[src/rtl/pipeline_pkg.sv]
// Shared constants and lane functions for pipeline_n and its testbench.
// The lane functions work on MAX_W-wide vectors; callers zero-extend and slice to W.
package pipeline_pkg;

  localparam int unsigned MIN_DEPTH = 2;
  localparam int unsigned MAX_DEPTH = 16;
  localparam int unsigned MAX_W     = 64;

  function automatic int unsigned occ_width(input int unsigned depth);
    return $clog2(depth + 1);
  endfunction

  // Packed as {and_ab, and_cd, or_ab, xor_cd}, each MAX_W bits.
  function automatic logic [4*MAX_W-1:0] stage1_terms(input logic [MAX_W-1:0] a,
                                                      input logic [MAX_W-1:0] b,
                                                      input logic [MAX_W-1:0] c,
                                                      input logic [MAX_W-1:0] d);
    return {a & b, c & d, a | b, c ^ d};
  endfunction

  // Packed as {x, y}, each MAX_W bits.
  function automatic logic [2*MAX_W-1:0] stage2_result(input logic [4*MAX_W-1:0] terms);
    logic [MAX_W-1:0] and_ab, and_cd, or_ab, xor_cd;
    {and_ab, and_cd, or_ab, xor_cd} = terms;
    return {and_ab | and_cd, or_ab & ~xor_cd};
  endfunction

endpackage

[src/rtl/pipe_slot.sv]
// One pipeline stage: a valid bit plus a 4W-bit data register.
// Load wins over clear; data is only written on load.
module pipe_slot #(
  parameter int unsigned W = 1
) (
  input  logic           clk,
  input  logic           rst,
  input  logic           load_i,
  input  logic           clear_i,
  input  logic [4*W-1:0] data_i,
  output logic           valid_o,
  output logic [4*W-1:0] data_o
);

  logic           valid_q;
  logic [4*W-1:0] data_q;

  always_ff @(posedge clk or posedge rst) begin
    if (rst) begin
      valid_q <= 1'b0;
      data_q  <= '0;
    end else if (load_i) begin
      valid_q <= 1'b1;
      data_q  <= data_i;
    end else if (clear_i) begin
      valid_q <= 1'b0;
    end
  end

  assign valid_o = valid_q;
  assign data_o  = data_q;

endmodule

[src/rtl/pipeline_n.sv]
// DEPTH-stage valid/ready logic pipeline with bubble collapsing: x=(a&b)|(c&d), y=(a|b)&~(c^d).
// Optional synchronous flush port when PIPE_FLUSH_EN is defined.
module pipeline_n
  import pipeline_pkg::*;
#(
  parameter int unsigned W     = 1,
  parameter int unsigned DEPTH = 2
) (
  input  logic                         clk,
  input  logic                         rst,
`ifdef PIPE_FLUSH_EN
  input  logic                         flush,
`endif
  input  logic                         in_valid,
  output logic                         in_ready,
  input  logic [W-1:0]                 a,
  input  logic [W-1:0]                 b,
  input  logic [W-1:0]                 c,
  input  logic [W-1:0]                 d,
  output logic                         out_valid,
  input  logic                         out_ready,
  output logic [W-1:0]                 x,
  output logic [W-1:0]                 y,
  output logic [occ_width(DEPTH)-1:0]  occupancy
);

  localparam int unsigned OccW = occ_width(DEPTH);

  if (DEPTH < MIN_DEPTH || DEPTH > MAX_DEPTH) begin : g_bad_depth
    $fatal(1, "pipeline_n: DEPTH must be within 2..16");
  end
  if (W < 1 || W > MAX_W) begin : g_bad_width
    $fatal(1, "pipeline_n: W must be within 1..64");
  end

  logic flush_act;
`ifdef PIPE_FLUSH_EN
  assign flush_act = flush;
`else
  assign flush_act = 1'b0;
`endif

  logic [DEPTH-1:0] v, adv, load, clr;
  logic [4*W-1:0]   slot_d [DEPTH];
  logic [4*W-1:0]   slot_q [DEPTH];
  logic             chain_ready;

  // Walk from the output back to the input; a stage may move if the one after it is
  // empty or is itself moving, which is what lets bubbles collapse.
  always_comb begin : p_adv
    logic down_ok;
    down_ok = out_ready && !flush_act;
    adv     = '0;
    for (int k = DEPTH - 1; k >= 0; k--) begin
      adv[k]  = v[k] && down_ok;
      down_ok = !v[k] || down_ok;
    end
    chain_ready = down_ok;
  end

  assign in_ready  = chain_ready && !flush_act;
  assign out_valid = v[DEPTH-1] && !flush_act;
  assign load      = {adv[DEPTH-2:0] & {(DEPTH-1){!flush_act}}, in_valid && in_ready};
  assign clr       = adv | {DEPTH{flush_act}};

  logic [4*MAX_W-1:0] s1_full;
  logic [2*MAX_W-1:0] s2_full;

  assign s1_full = stage1_terms(MAX_W'(a), MAX_W'(b), MAX_W'(c), MAX_W'(d));
  assign s2_full = stage2_result({MAX_W'(slot_q[0][3*W +: W]), MAX_W'(slot_q[0][2*W +: W]),
                                  MAX_W'(slot_q[0][W +: W]), MAX_W'(slot_q[0][0 +: W])});

  for (genvar k = 0; k < DEPTH; k++) begin : g_slot
    if (k == 0) begin : g_terms
      assign slot_d[k] = {s1_full[3*MAX_W +: W], s1_full[2*MAX_W +: W],
                          s1_full[MAX_W +: W], s1_full[0 +: W]};
    end else if (k == 1) begin : g_result
      assign slot_d[k] = {{(2*W){1'b0}}, s2_full[MAX_W +: W], s2_full[0 +: W]};
    end else begin : g_pass
      assign slot_d[k] = {{(2*W){1'b0}}, slot_q[k-1][2*W-1:0]};
    end

    pipe_slot #(
      .W (W)
    ) u_slot (
      .clk     (clk),
      .rst     (rst),
      .load_i  (load[k]),
      .clear_i (clr[k]),
      .data_i  (slot_d[k]),
      .valid_o (v[k]),
      .data_o  (slot_q[k])
    );
  end

  assign x = slot_q[DEPTH-1][W +: W];
  assign y = slot_q[DEPTH-1][0 +: W];

  // Upper halves of result/pass stages and the lane padding carry nothing.
  logic unused_bits;
  always_comb begin
    unused_bits = ^s1_full ^ ^s2_full;
    for (int k = 1; k < DEPTH; k++) begin
      unused_bits = unused_bits ^ ^slot_q[k][4*W-1:2*W];
    end
  end

  logic            push, pop;
  logic [OccW-1:0] occ_q, occ_d;

  assign push = in_valid && in_ready;
  assign pop  = out_valid && out_ready;

  always_comb begin
    occ_d = occ_q;
    if (flush_act) begin
      occ_d = '0;
    end else begin
      case ({push, pop})
        2'b10:   occ_d = occ_q + OccW'(1);
        2'b01:   occ_d = occ_q - OccW'(1);
        default: occ_d = occ_q;
      endcase
    end
  end

  always_ff @(posedge clk or posedge rst) begin
    if (rst) begin
      occ_q <= '0;
    end else begin
      occ_q <= occ_d;
    end
  end

  assign occupancy = occ_q;

endmodule

[config.mk]
export PLATFORM = sky130hd
export DESIGN_NAME = pipeline_n
export DESIGN_NICKNAME = d
export VERILOG_FILES = /design/src/rtl/pipeline_pkg.sv /design/src/rtl/pipe_slot.sv /design/src/rtl/pipeline_n.sv
export SDC_FILE = /design/constraint.sdc
export NUM_CORES = 1
export LEC_CHECK = 0
export ABC_AREA = 0
export BUFFER_PORTS_ARGS = -buffer_cell sky130_fd_sc_hd__buf_2
export CORE_AREA = 5 5 42 44
export DETAILED_ROUTE_END_ITERATION = 12
export DIE_AREA = 0 0 47 49
export MAX_ROUTING_LAYER = met4
export PLACE_DENSITY = 0.64
export REMOVE_ABC_BUFFERS = 1
export SKIP_CTS_REPAIR_TIMING = 1
export SLEW_MARGIN = 20
export SYNTH_ARGS = -nofsm -noshare
export SYNTH_HDL_FRONTEND = slang
export SYNTH_HIERARCHICAL = 1
export SYNTH_SLANG_ARGS = --single-unit
[constraint.sdc]
create_clock -name clk -period 1.5 [get_ports clk]
set_input_delay 0.225 -clock clk [delete_from_list [all_inputs] [get_ports clk]]
set_output_delay 0.225 -clock clk [all_outputs]
set_load 0.005 [all_outputs]
==> flow_summary.ini <==
[synth]
syn_area_um2 = 467
syn_area_per_cell_um2 = 12.0
yosysWarnings = 6
synth_cells = 39

[cts]
cts_buffer_depth = 2
h-tree-depth = 1
path_clk_slew_ns = 0.06
clock-sinks = 10
cts-root-buf = clkbuf_4
numCtsBuffers = 3
cts_tree = yes
clock_latency_ns = 0.26

[critical_path]
critPathCaptureType = register
start_kind = register
worstPathRequired_ns = 1.65
crit_type = register to register
crit_slowest_cell = dfrtp_1
worstPathArrival_ns = 1.44
cp_max_fo = 5
slowest_delay_ns = 0.40
cp_cell_sequence = a21boi_0 > mux2_2

[timing]
skew_ns = 0.00308
fin_crit_ns = 1.29
hold_ws_ns = 0.292
period_share = 0.860
setup_viol = 0
worst_pin_slew_ns = 0.445
rsz0062_at_grt = false
finalSetupTns_ns = 0
slew_headroom = 0.700
maxSlewViolCount = 0
final-hold-violation-count = 0
max_freq_mhz = 775

[pwr]
power_density_nw_per_um2 = 1740
pwr-share-clk = 0.226
power.net_switching_uw = 299
vdd_drop_max_mv = 0.832
sw_frac_of_total = 0.287
power.total_mw = 1.04
p_int_uw = 744
seqPwrFrac = 0.427
pwr-share-comb = 0.347
leakage_nw = 0.306

[routing]
wl_per_cell_um = 10.0
drt-initial-drc-count = 1
ant_nets = 0
avgViaCountPerCell = 4.44
num_vias = 324
routed_wl_um = 732
dr.pass1.iters = 4
drc = 0

[placed_design]
io_buffers = 13
gp_congestion = 0.673
hpwl_um = 605
place_inst = 68

[job]
cap_violations = 0

[die]
ioPinCount = 14
core_area_um2 = 1400
die_w_um = 47
row_count = 14
dieArea_um2 = 2300
die_y_um = 49
initial_core_util = 0.333

[global_routing]
antenna_found_initial = 0
grt-ovfl-total = 0
grt_pass1_vias = 332
grt_pass1_wl_um = 1350
grt_max_degree = 7
grt_usage = 0.0891

[layout]
final_cells = 73
layout.area.seq_um2 = 250
final_nets = 68
multi_input_area_um2 = 194
diodes = 0
drive_gt1_frac = 0.474
area_delta_synth_final_pct = 28.2
fill_cells = 143

[worst_hold_path]
holdCritPathClass = primary input to register

[run_status]
status = complete, no violations
==> registers in the layout, indices dropped and copies added, names as in the netlist <==
signal,cells
g_slot.u_slot/valid_o,2
occupancy,2
g_slot.u_slot/data_o,6
==> cell usage in the layout (no fill, tap or decap) <==
| cell type | instances |
|---|---|
| ha_1 | 2 |
| inv_1 | 6 |
| mux2_2 | 6 |
| xor2_1 | 1 |
| nor2b_1 | 1 |
| a21boi_0 | 1 |
| dfrtp_1 | 10 |
| nand3_1 | 1 |
| buf_2 | 13 |
| nor2_1 | 1 |
| dlygate4sd3_1 | 1 |
| clkbuf_4 | 3 |
| nand2_1 | 1 |
| xnor2_1 | 2 |
| a21o_2 | 2 |
| or2_2 | 2 |
| and2_1 | 3 |
| clkbuf_8 | 1 |
==> per-stage QoR <==
stage,worst slack [ns],cell area (um2),util
global route,0.0661,598,0.427
finish,0.209,598,0.427
global placement,0.219,552,0.394
CTS,0.192,588,0.420
detailed placement,0.204,552,0.394
floorplan,0.263,467,-
==> per-layer routing <==
layer | wire length (um) | up-vias | GRT usage
li1 | - | 162 | -
met1 | 289 | 147 | 0.0957
met2 | 351 | 13 | 0.120
met3 | 78 | 2 | 0.0664
met4 | 12 | 0 | 0.0415
met5 | 0 | - | -
==> power by group through the flow <==
stage / Combinational [mW] / Clock, mW / Sequential, mW
final: 0.362 / 0.236 / 0.445
after global routing: 0.408 / 0.274 / 0.465
after CTS: 0.370 / 0.248 / 0.447
after detailed placement: 0.367 / 0 / 0.453
after global placement: 0.365 / 0 / 0.449
after floorplan: 0.240 / 0 / 0.453
==> layout make-up <==
type                            count  area share
Timing Repair Buffer               14       0.126
Tap cell                           16      0.0335
Multi-Input combinational cell     23       0.324
Clock buffer                        4      0.0607
Sequential cell                    10       0.418
Inverter                            6      0.0377
==> critical path, delay by kind of cell (launching register included) <==
family | cells | cell delay (ns)
muxes | 1 | 0.39
AOI/OAI and AO/OA | 1 | 0.39
DFF | 1 | 0.40
==> worst paths after layout <==
check | slack (ns) | cells past startpoint | from | endpoint
setup / recovery | 0.21 | 2 | g_slot[1].u_slot/valid_o$_DFFE_PP0P_ | g_slot[1].u_slot/data_o[1]$_DFFE_PP0P_
hold / removal | 0.29 | 3 | a | g_slot[0].u_slot/data_o[1]$_DFFE_PP0P_
setup reg to reg | 0.21 | 2 | g_slot[1].u_slot/valid_o$_DFFE_PP0P_ | g_slot[1].u_slot/data_o[1]$_DFFE_PP0P_
hold reg to reg | 0.46 | 1 | occupancy[1]$_DFFE_PP0P_ | occupancy[1]$_DFFE_PP0P_
max in group asynchronous | 0.91 | 3 | rst | g_slot[0].u_slot/data_o[1]$_DFFE_PP0P_
min in group asynchronous | 0.37 | 3 | rst | occupancy[0]$_DFFE_PP0P_
(Power assumes the default switching activity.)
